==> src/rtl/pll_pkg.sv <==
// Shared types and helpers for the PLL supervisor.
//   pll_state_e : supervisor FSM states
//   PS_CNT_W    : width of the phase-shift step count
//   RETRY_W     : width of the lock-timeout retry counter
//   LOSS_W      : width of the saturating lock-loss counter
package pll_pkg;

  localparam int unsigned PS_CNT_W = 8;
  localparam int unsigned RETRY_W  = 4;
  localparam int unsigned LOSS_W   = 8;

  typedef enum logic [2:0] {
    StRstPll,
    StWaitLock,
    StRun,
    StSetup,
    StPulse,
    StGap,
    StSettle,
    StFault
  } pll_state_e;

  // States in which the PLL is considered locked and downstream logic runs.
  function automatic logic is_active(pll_state_e s);
    return (s == StRun) || (s == StSetup) || (s == StPulse) || (s == StGap) || (s == StSettle);
  endfunction

  // States in which a phase-shift request is in flight.
  function automatic logic is_shift(pll_state_e s);
    return (s == StSetup) || (s == StPulse) || (s == StGap) || (s == StSettle);
  endfunction

  function automatic int unsigned max_u(int unsigned a, int unsigned b);
    return (a > b) ? a : b;
  endfunction

endpackage

==> src/rtl/sync_2ff.sv <==
// Two-flop synchroniser for a single asynchronous level, reset to 0.
//   clk   : destination clock
//   rst_n : asynchronous active-low reset
//   d_i   : asynchronous input
//   q_o   : synchronised output
module sync_2ff (
  input  logic clk,
  input  logic rst_n,
  input  logic d_i,
  output logic q_o
);

  logic meta_q;
  logic sync_q;

  always_ff @(posedge clk or negedge rst_n) begin
    if (!rst_n) begin
      meta_q <= 1'b0;
      sync_q <= 1'b0;
    end else begin
      meta_q <= d_i;
      sync_q <= meta_q;
    end
  end

  assign q_o = sync_q;

endmodule

==> src/rtl/pll_supervisor.sv <==
// PLL supervisor: drives PLL reset, qualifies LOCK, gates the downstream reset and serialises
// dynamic phase-shift requests onto PHASESEL/PHASEDIR/PHASESTEP.
//   clk, rst_n          : board clock, asynchronous active-low reset
//   pll_locked_i        : PLL LOCK (asynchronous)
//   pll_rst_o           : PLL RST, active high
//   pll_phasesel_o/dir_o: phase-shift select / direction
//   pll_phasestep_o     : idle high, active-low step pulse
//   sys_rst_n_o         : downstream reset, released once lock is qualified
//   ps_valid_i/ready_o  : phase-shift request handshake (ps_sel_i, ps_dir_i, ps_count_i)
//   ps_done_o/abort_o   : 1-cycle completion / lock-loss abort pulses
//   fault_o             : sticky lock failure after exhausting retries
//   retry_cnt_o         : consecutive lock-timeout retries
//   loss_cnt_o          : saturating count of lock-loss events
module pll_supervisor
  import pll_pkg::*;
#(
  parameter int unsigned RST_CYCLES    = 16,
  parameter int unsigned LOCK_STABLE   = 1024,
  parameter int unsigned LOCK_TIMEOUT  = 65536,
  parameter int unsigned MAX_RETRIES   = 3,
  parameter int unsigned SETUP_CYCLES  = 2,
  parameter int unsigned STEP_LOW      = 2,
  parameter int unsigned STEP_GAP      = 4,
  parameter int unsigned SETTLE_CYCLES = 64
) (
  input  logic                clk,
  input  logic                rst_n,
  input  logic                pll_locked_i,
  output logic                pll_rst_o,
  output logic [1:0]          pll_phasesel_o,
  output logic                pll_phasedir_o,
  output logic                pll_phasestep_o,
  output logic                sys_rst_n_o,
  input  logic                ps_valid_i,
  output logic                ps_ready_o,
  input  logic [1:0]          ps_sel_i,
  input  logic                ps_dir_i,
  input  logic [PS_CNT_W-1:0] ps_count_i,
  output logic                ps_done_o,
  output logic                ps_abort_o,
  output logic                fault_o,
  output logic [RETRY_W-1:0]  retry_cnt_o,
  output logic [LOSS_W-1:0]   loss_cnt_o
);

  // One phase timer serves every timed state, so it is sized for the longest interval.
  localparam int unsigned TmrMax = max_u(max_u(max_u(RST_CYCLES, LOCK_TIMEOUT),
                                               max_u(SETUP_CYCLES, STEP_LOW)),
                                         max_u(STEP_GAP, SETTLE_CYCLES));
  localparam int unsigned TmrW    = $clog2(TmrMax + 1);
  localparam int unsigned StableW = $clog2(LOCK_STABLE + 1);

  localparam logic [TmrW-1:0]    RstLast     = TmrW'(RST_CYCLES - 1);
  localparam logic [TmrW-1:0]    TimeoutLast = TmrW'(LOCK_TIMEOUT - 1);
  localparam logic [TmrW-1:0]    SetupLast   = TmrW'(SETUP_CYCLES - 1);
  localparam logic [TmrW-1:0]    LowLast     = TmrW'(STEP_LOW - 1);
  localparam logic [TmrW-1:0]    GapLast     = TmrW'(STEP_GAP - 1);
  localparam logic [TmrW-1:0]    SettleLast  = TmrW'(SETTLE_CYCLES - 1);
  localparam logic [StableW-1:0] StableLast  = StableW'(LOCK_STABLE - 1);
  localparam logic [RETRY_W-1:0] MaxRetry    = RETRY_W'(MAX_RETRIES);

  pll_state_e          state_q, state_d;
  logic [TmrW-1:0]     tmr_q, tmr_d;
  logic [StableW-1:0]  stable_q, stable_d;
  logic [RETRY_W-1:0]  retry_q, retry_d;
  logic [LOSS_W-1:0]   loss_q, loss_d;
  logic [PS_CNT_W-1:0] rem_q, rem_d;
  logic [1:0]          sel_q, sel_d;
  logic                dir_q, dir_d;
  logic                done_q, done_d;
  logic                abort_q, abort_d;
  logic                pll_rst_q, sys_rst_n_q, step_q, fault_q;
  logic                lock_s;

  sync_2ff u_lock_sync (
    .clk   (clk),
    .rst_n (rst_n),
    .d_i   (pll_locked_i),
    .q_o   (lock_s)
  );

  assign ps_ready_o = (state_q == StRun) & lock_s;

  always_comb begin
    state_d  = state_q;
    stable_d = '0;
    retry_d  = retry_q;
    loss_d   = loss_q;
    rem_d    = rem_q;
    sel_d    = sel_q;
    dir_d    = dir_q;
    done_d   = 1'b0;
    abort_d  = 1'b0;

    unique case (state_q)
      StRstPll: if (tmr_q == RstLast) state_d = StWaitLock;
      StWaitLock: begin
        if (lock_s) stable_d = stable_q + 1'b1;
        // Qualification wins over a timeout landing on the same cycle.
        if (lock_s && (stable_q == StableLast)) begin
          state_d = StRun;
          retry_d = '0;
        end else if (tmr_q == TimeoutLast) begin
          if (retry_q < MaxRetry) begin
            retry_d = retry_q + 1'b1;
            state_d = StRstPll;
          end else begin
            state_d = StFault;
          end
        end
      end
      StRun: begin
        if (ps_valid_i && ps_ready_o) begin
          sel_d = ps_sel_i;
          dir_d = ps_dir_i;
          if (ps_count_i == '0) begin
            done_d = 1'b1;
          end else begin
            rem_d   = ps_count_i;
            state_d = StSetup;
          end
        end
      end
      StSetup: if (tmr_q == SetupLast) state_d = StPulse;
      StPulse: begin
        if (tmr_q == LowLast) begin
          rem_d   = rem_q - 1'b1;
          state_d = (rem_q == PS_CNT_W'(1)) ? StSettle : StGap;
        end
      end
      StGap: if (tmr_q == GapLast) state_d = StPulse;
      StSettle: begin
        if (tmr_q == SettleLast) begin
          state_d = StRun;
          done_d  = 1'b1;
        end
      end
      StFault: state_d = StFault;
      default: state_d = StRstPll;
    endcase

    // Lock loss overrides everything: drop back to WAIT_LOCK without resetting the PLL.
    if (is_active(state_q) && !lock_s) begin
      state_d  = StWaitLock;
      stable_d = '0;
      rem_d    = '0;
      done_d   = 1'b0;
      abort_d  = is_shift(state_q);
      if (loss_q != '1) loss_d = loss_q + 1'b1;
    end

    // Timer restarts on every state change and idles in untimed states.
    if ((state_d != state_q) || (state_q == StRun) || (state_q == StFault)) begin
      tmr_d = '0;
    end else begin
      tmr_d = tmr_q + 1'b1;
    end
  end

  always_ff @(posedge clk or negedge rst_n) begin
    if (!rst_n) begin
      state_q     <= StRstPll;
      tmr_q       <= '0;
      stable_q    <= '0;
      retry_q     <= '0;
      loss_q      <= '0;
      rem_q       <= '0;
      sel_q       <= '0;
      dir_q       <= 1'b0;
      done_q      <= 1'b0;
      abort_q     <= 1'b0;
      pll_rst_q   <= 1'b1;
      sys_rst_n_q <= 1'b0;
      step_q      <= 1'b1;
      fault_q     <= 1'b0;
    end else begin
      state_q     <= state_d;
      tmr_q       <= tmr_d;
      stable_q    <= stable_d;
      retry_q     <= retry_d;
      loss_q      <= loss_d;
      rem_q       <= rem_d;
      sel_q       <= sel_d;
      dir_q       <= dir_d;
      done_q      <= done_d;
      abort_q     <= abort_d;
      // Registered outputs follow the state being entered, so they line up with state_q.
      pll_rst_q   <= (state_d == StRstPll) || (state_d == StFault);
      sys_rst_n_q <= is_active(state_q) && is_active(state_d);
      step_q      <= (state_d != StPulse);
      fault_q     <= fault_q || (state_d == StFault);
    end
  end

  assign pll_rst_o       = pll_rst_q;
  assign pll_phasesel_o  = sel_q;
  assign pll_phasedir_o  = dir_q;
  assign pll_phasestep_o = step_q;
  assign sys_rst_n_o     = sys_rst_n_q;
  assign ps_done_o       = done_q;
  assign ps_abort_o      = abort_q;
  assign fault_o         = fault_q;
  assign retry_cnt_o     = retry_q;
  assign loss_cnt_o      = loss_q;

endmodule

==> config.mk <==
export PLATFORM = sky130hd
export DESIGN_NAME = pll_supervisor
export DESIGN_NICKNAME = d
export VERILOG_FILES = /design/src/rtl/pll_pkg.sv /design/src/rtl/sync_2ff.sv /design/src/rtl/pll_supervisor.sv
export SDC_FILE = /design/constraint.sdc
export NUM_CORES = 1
export LEC_CHECK = 0
export ABC_AREA = 1
export BUFFER_PORTS_ARGS = -buffer_cell sky130_fd_sc_hd__buf_2
export CORE_MARGIN = 3
export CORE_UTILIZATION = 55
export DETAILED_ROUTE_END_ITERATION = 10
export PLACE_DENSITY = 0.75
export SLEW_MARGIN = 15
export SYNTH_ARGS = -nofsm -noshare
export SYNTH_HDL_FRONTEND = slang
export SYNTH_SLANG_ARGS = --single-unit
==> constraint.sdc <==
create_clock -name clk -period 5.2 [get_ports clk]
set_input_delay 1.04 -clock clk [delete_from_list [all_inputs] [get_ports clk]]
set_output_delay 1.04 -clock clk [all_outputs]
set_load 0.01 [all_outputs]
==> flow_metrics.env, run 1 <==
export IMPL_synth_nets=436
export IMPL_cts_buffers=9
export IMPL_cts_setup_buffers=0
export IMPL_fin_util_pct=64.9
export IMPL_drt_iter0_drc=269
export IMPL_ff_latch_area_um2=1550
export IMPL_period_needed_ns=2.78
export IMPL_synth_top_family_by_area="simple AND/OR/NAND/NOR gates"
export IMPL_ys_flop_type="dfrtp_1"
export IMPL_synthesis_area_um2=3510
export IMPL_nFillCells=497
export IMPL_synthSimpleGateAreaFrac_pct=31.7
export IMPL_synth_cells=410
export IMPL_route_detailed_drc=0
export IMPL_synth_mux_area_share_pct=0
export IMPL_crit_required_ns=5.40
export IMPL_post_dp_hpwl_um=4880
export IMPL_grt_max_degree=63
export IMPL_die_x_um=85.9
export IMPL_initial_core_util_pct=57.9
export IMPL_path_class="reg2reg"
export IMPL_multi_input_area_um2=1710
export IMPL_num_antenna_cells=0
export IMPL_reg2reg_slack_ns=2.42
export IMPL_ys_warn_count=0
export IMPL_cts_max_path_buffers=2
export IMPL_critPathCaptureType="flip-flop"
export IMPL_area_growth_pct=12.0
export IMPL_timing_hold_ws_ns=0.367
export IMPL_setup_violations=0
export IMPL_grt_pass1_vias=2658
export IMPL_cap_violations=0
export IMPL_finalWirelength_um=6820
export IMPL_clockRootBuffer="clkbuf_8"
export IMPL_critPathLaunchType="flip-flop"
export IMPL_drt_pass1_iterations=5
export IMPL_status="finished clean"
export IMPL_antenna_found_initial=0
export IMPL_drive_gt1_share_pct=23.1
export IMPL_final_nets=479
export IMPL_cts_resized=0
export IMPL_worst_r2r_endpoint="tmr_q[16]$_DFF_PN0_"
export IMPL_clk_latency_ns=0.34
export IMPL_die_y_um=85.9
export IMPL_final_setup_tns_ns=0
export IMPL_synth_xor_area_share_pct=4.99
export IMPL_fin_worst_skew_ns=0.00986
export IMPL_synth_compound_gate_area_share_pct=8.24
export IMPL_clkTransAtPathRegs_ns=0.07
export IMPL_clkSinkCount=62
export IMPL_crit_fanout=17
export IMPL_place_gp_congestion=0.933
export IMPL_ant_nets=0
export IMPL_grt_util_all_layers_pct=20.2
export IMPL_worst_pin_slew_ns=0.770
export IMPL_max_freq_mhz=359
export IMPL_synth_fa_ha_area_share_pct=3.92
export IMPL_synth_distinct_cells=37
export IMPL_peakVddDrop_mv=0.179
export IMPL_io_pins=37
export IMPL_synth_edf_count=0
export IMPL_power_density_nw_per_um2=235
export IMPL_post_layout_nonfiller_instances=533
export IMPL_hold_viol_final=0
export IMPL_relSlewSlack_pct=48.6
export IMPL_vias=2796
export IMPL_holdPathStages=0
export IMPL_r2r_start="tmr_q[0]$_DFF_PN0_"
export IMPL_num_rows=28
export IMPL_fp_coreArea_um2=6060
export IMPL_yosysSeqAreaShare_pct=44.3
export IMPL_worstHoldStart="u_lock_sync.meta_q$_DFF_PN0_"
export IMPL_ys_ff_latch=62
export IMPL_worst_r2r_cell_count=17
export IMPL_numPortBuffers=36
export IMPL_worstPathArrival_ns=2.99
export IMPL_report_final_slew_viol_count=0
export IMPL_grt_overflow_total=0
export IMPL_hold_path_class="reg2reg"
export IMPL_rsz0062_at_grt="false"
export IMPL_routed_via_density=5.25
export IMPL_power_w=0.000926
export IMPL_holdBufCountCts=0
export IMPL_syn_avg_cell_area_um2=8.56
export IMPL_h_tree_depth=3
export IMPL_dpl_cell_count=517
export IMPL_period_share_pct=53.6
export IMPL_layout_commonest_cell="nand2_1"
export IMPL_async_reset_ff_share_pct=100
export IMPL_wl_per_cell_um=12.8
export IMPL_cts_tree="built"
export IMPL_final_cell_mix="nand2_1, dfrtp_1, nor2_1, inv_1, buf_2"
export IMPL_power_leakage_nw=1.99
export IMPL_worstHoldEndpoint="u_lock_sync.q_o$_DFF_PN0_"
export IMPL_dieArea_um2=7380
export IMPL_grt_first_pass_wirelength_um=11900
==> synth_stat cells, types with 2 or more instances <==
master | count | area share (%)
buf_6 | 2 | 0.64
xor2_1 | 13 | 3.2
nand2_2 | 7 | 1.2
nand4_1 | 7 | 1.2
nor3_1 | 4 | 0.57
nor2_4 | 15 | 4.8
o22ai_1 | 4 | 0.71
nand3_1 | 28 | 4.0
a21oi_1 | 17 | 2.4
o21ai_0 | 22 | 3.1
nand2_4 | 3 | 0.96
dfrtp_1 | 60 | 43
nand2_1 | 75 | 8.0
ha_1 | 11 | 3.9
inv_2 | 6 | 0.64
dfstp_2 | 2 | 1.5
nor2_2 | 8 | 1.4
and3_1 | 2 | 0.36
inv_1 | 42 | 4.5
nand3_2 | 8 | 2.3
xnor2_1 | 7 | 1.7
o2111ai_1 | 2 | 0.50
nor2_1 | 50 | 5.3
nand3b_1 | 2 | 0.43
==> where the power goes <==
group	internal, W	switching [W]	leakage [nW]
clock	0.000233	0.000182	0.0964
sequential	0.000485	0.00000173	0.827
combinational	0.00000717	0.0000164	1.07
total	0.000725	0.000200	1.99
==> final cells by class <==
cell class	instances	area share (%)
multi-input cells	293	43.6
inverters	50	4.84
well taps	75	2.39
clock inverters	4	1.21
clock buffers	12	3.69
flip-flops and latches	62	39.5
repair buffers	37	4.77
==> worst max-delay path, stage by stage, from the launching register on <==
cell     delay (ns)
dfrtp_1        0.39
ha_1           0.24
nand4_1        0.17
nor2_1         0.15
nand4_1        0.13
nor2_1         0.15
nand2_1        0.10
nor2_1         0.10
ha_1           0.18
nand4_1        0.13
nand3_1        0.12
nand3_2        0.08
nand2_2        0.08
nand2_2        0.07
nand2_1        0.09
nand2_2        0.06
nand2_4        0.30
nor2_1         0.08
==> metrics by stage <==
step / setup slack, ns / instance area [µm²]
final: 2.42 / 3930
after global routing: 2.01 / 3930
after CTS: 2.39 / 3930
after detailed placement: 2.41 / 3740
after global placement: 2.50 / 3740
after floorplan: 2.79 / 3510
==> how the worst max path moves through the flow <==
stage / startpoint / end / slack, ns / cells after the start
detailed placement: tmr_q[0]$_DFF_PN0_ / tmr_q[2]$_DFF_PN0_ / 2.41 / 17
global placement: ps_count_i[7] / tmr_q[0]$_DFF_PN0_ / 2.50 / 13
global route: tmr_q[0]$_DFF_PN0_ / tmr_q[0]$_DFF_PN0_ / 2.01 / 18
CTS: tmr_q[0]$_DFF_PN0_ / tmr_q[16]$_DFF_PN0_ / 2.39 / 18
floorplan: tmr_q[0]$_DFF_PN0_ / tmr_q[11]$_DFF_PN0_ / 2.79 / 18
finish: tmr_q[0]$_DFF_PN0_ / tmr_q[16]$_DFF_PN0_ / 2.42 / 17
==> flip-flops by register name (all words and copies together), names as in the netlist, 2 cells and up <==
name	cells
stable_q	11
rem_q	8
tmr_q	17
loss_cnt_o	8
state_q	3
retry_cnt_o	4
pll_phasesel_o	2
==> cells by family after synthesis <==
logic type,count (synthesis)
XOR/XNOR,20
adder cells (fa/ha/maj),11
AO/OA/AOI/OAI,49
buffers and inverters,55
AND/OR/NAND/NOR,213
flip-flops,62
==> routing by layer <==
| metal | vias to the layer above | global-route usage (%) | share of wire, % |
|---|---|---|---|
| li1 | 1410 | - | - |
| met1 | 1312 | 27.8 | 47 |
| met3 | 11 | 4.90 | 4.6 |
| met4 | 0 | 7.19 | 1.5 |
| met5 | - | 0 | 0 |
| met2 | 63 | 31.2 | 47 |
Note: power is estimated with default switching activity, not from simulation.
==> inputs of run 2 (changes only) <==
Clock period 5.2 ns to 2.9 ns, I/O delays scaled along.
==> flow_metrics.env, run 2 (synthesis gave the netlist of run 1 again) <==
export IMPL_clk_latency_ns=0.34
export IMPL_antenna_found_initial=0
export IMPL_clockRootBuffer="clkbuf_8"
export IMPL_route_detailed_drc=0
export IMPL_cts_buffers=9
export IMPL_hold_path_class="in2async"
export IMPL_die_y_um=85.9
export IMPL_h_tree_depth=3
export IMPL_cap_violations=0
export IMPL_clkTransAtPathRegs_ns=0.07
export IMPL_top_register="tmr_q"
export IMPL_grt_max_degree=63
export IMPL_setup_ws_ns=0.0728
export IMPL_nFillCells=508
export IMPL_grt_first_pass_wirelength_um=12100
export IMPL_largestRegisters="tmr_q x17, stable_q x11"
export IMPL_routed_via_density=5.37
export IMPL_ant_nets=0
export IMPL_grt_overflow_total=0
export IMPL_path_class="reg2reg"
export IMPL_r2r_start="tmr_q[0]$_DFF_PN0_"
export IMPL_crit_fanout=8
export IMPL_max_freq_mhz=354
export IMPL_relSlewSlack_pct=71.1
export IMPL_status="finished clean"
export IMPL_place_gp_congestion=0.896
export IMPL_worst_pin_slew_ns=0.432
export IMPL_holdBufCountCts=0
export IMPL_initial_core_util_pct=57.9
export IMPL_io_pins=37
export IMPL_fp_coreArea_um2=6060
export IMPL_grt_util_all_layers_pct=20.7
export IMPL_finalWirelength_um=7510
export IMPL_cts_tree="built"
export IMPL_final_cell_mix="nand2_1, dfrtp_1, nor2_1, inv_1, buf_2"
export IMPL_vias=2911
export IMPL_period_needed_ns=2.83
export IMPL_num_antenna_cells=0
export IMPL_reg2reg_slack_ns=0.07
export IMPL_drt_pass1_iterations=5
export IMPL_cts_max_path_buffers=2
export IMPL_hold_viol_final=0
export IMPL_power_w=0.00158
export IMPL_peakVddDrop_mv=0.278
export IMPL_swShare_pct=23.3
export IMPL_grt_pass1_vias=2796
export IMPL_worstPathArrival_ns=3.10
export IMPL_p_int_w=0.00121
export IMPL_final_nets=488
export IMPL_drt_iter0_drc=186
export IMPL_post_dp_hpwl_um=4940
export IMPL_power_density_nw_per_um2=391
export IMPL_numPortBuffers=36
export IMPL_critPathLaunchType="flip-flop"
export IMPL_p_comb_share_pct=2.8
export IMPL_p_clk_share_pct=42.0
export IMPL_fin_worst_skew_ns=0.00963
export IMPL_setup_violations=0
export IMPL_clkSinkCount=62
export IMPL_share_seq_of_total_power_pct=55.1
export IMPL_period_share_pct=97.5
export IMPL_report_final_slew_viol_count=0
export IMPL_crit_required_ns=3.17
export IMPL_dieArea_um2=7380
export IMPL_die_x_um=85.9
export IMPL_p_switching_w=0.000369
export IMPL_worst_r2r_cell_count=19
export IMPL_area_growth_pct=15.3
export IMPL_layout_commonest_cell="nand2_1"
export IMPL_place_ws_ns=0.104
export IMPL_num_rows=28
export IMPL_critPathCaptureType="flip-flop"
export IMPL_power_leakage_nw=2.04
export IMPL_worst_r2r_endpoint="tmr_q[7]$_DFF_PN0_"
export IMPL_drive_gt1_share_pct=25.7
export IMPL_wl_per_cell_um=13.9
export IMPL_largest_register_ffs=17
==> run 2: worst max path at each step <==
stage                       start                  end
2_1_floorplan  tmr_q[0]$_DFF_PN0_  tmr_q[11]$_DFF_PN0_
4_1_cts        tmr_q[0]$_DFF_PN0_   tmr_q[5]$_DFF_PN0_
3_3_place_gp   tmr_q[0]$_DFF_PN0_   tmr_q[0]$_DFF_PN0_
6_report       tmr_q[0]$_DFF_PN0_   tmr_q[7]$_DFF_PN0_
3_5_place_dp   tmr_q[0]$_DFF_PN0_   tmr_q[5]$_DFF_PN0_
5_1_grt        tmr_q[0]$_DFF_PN0_   tmr_q[7]$_DFF_PN0_
==> run 2: cell type report <==
| type | count | area, µm² | share of cell area [%] |
|---|---|---|---|
| clock inverter | 4 | 22.5 | 0.556 |
| multi-input combinational | 295 | 1780 | 43.9 |
| timing repair buffer | 44 | 265 | 6.55 |
| tap | 75 | 93.8 | 2.32 |
| inverter | 50 | 190 | 4.70 |
| sequential | 62 | 1550 | 38.4 |
| clock buffer | 12 | 145 | 3.59 |
==> run 2: power groups by stage <==
stage,Combinational [W],Clock [W],Sequential [W]
floorplan,0.0000118,0,0.000888
global placement,0.0000458,0,0.000888
detailed placement,0.0000464,0,0.000889
CTS,0.0000465,0.000678,0.000873
global route,0.0000525,0.000706,0.000873
finish,0.0000446,0.000666,0.000873
==> run 2: critical path, cell delays in order, from the launching register on <==
cell	delay, ns
dfrtp_1	0.42
ha_4	0.18
nand4_1	0.16
nor2_2	0.18
nand4_1	0.14
nor2_2	0.17
nand2_1	0.09
nor2_1	0.11
ha_2	0.19
nand3_2	0.09
nand3_1	0.08
nor2_1	0.05
nand3_1	0.08
nand2_1	0.10
nand2_1	0.11
nand3_2	0.10
nor2_4	0.14
buf_12	0.14
nand2_8	0.11
nor2_4	0.10
==> run 2: per-stage QoR <==
stage | hold WS, ns | TNS, ns | std cells | utilization, % | area (µm²)
after floorplan | 0.284 | 0 | 410 | - | 3510
after global placement | 0.352 | 0 | 517 | 61.9 | 3750
after detailed placement | 0.348 | 0 | 517 | 61.9 | 3750
after CTS | 0.249 | 0 | 533 | 64.7 | 3920
after global routing | 0.258 | -1.89 | 542 | 66.8 | 4050
final | 0.230 | 0 | 542 | 66.8 | 4050
==> run 2: routing by layer <==
metal  GRT usage, %  up-vias  wire, µm
met4           7.91        0       131
li1               -     1431         -
met3           5.00       17       316
met1           27.5     1391      3340
met2           32.8       72      3730
met5              0        -         0
==> run 2: timing repair <==
action	in CTS	in global routing
buffers inserted	0	7
gates resized for setup	0	8
endpoints found under the setup margin	0	17
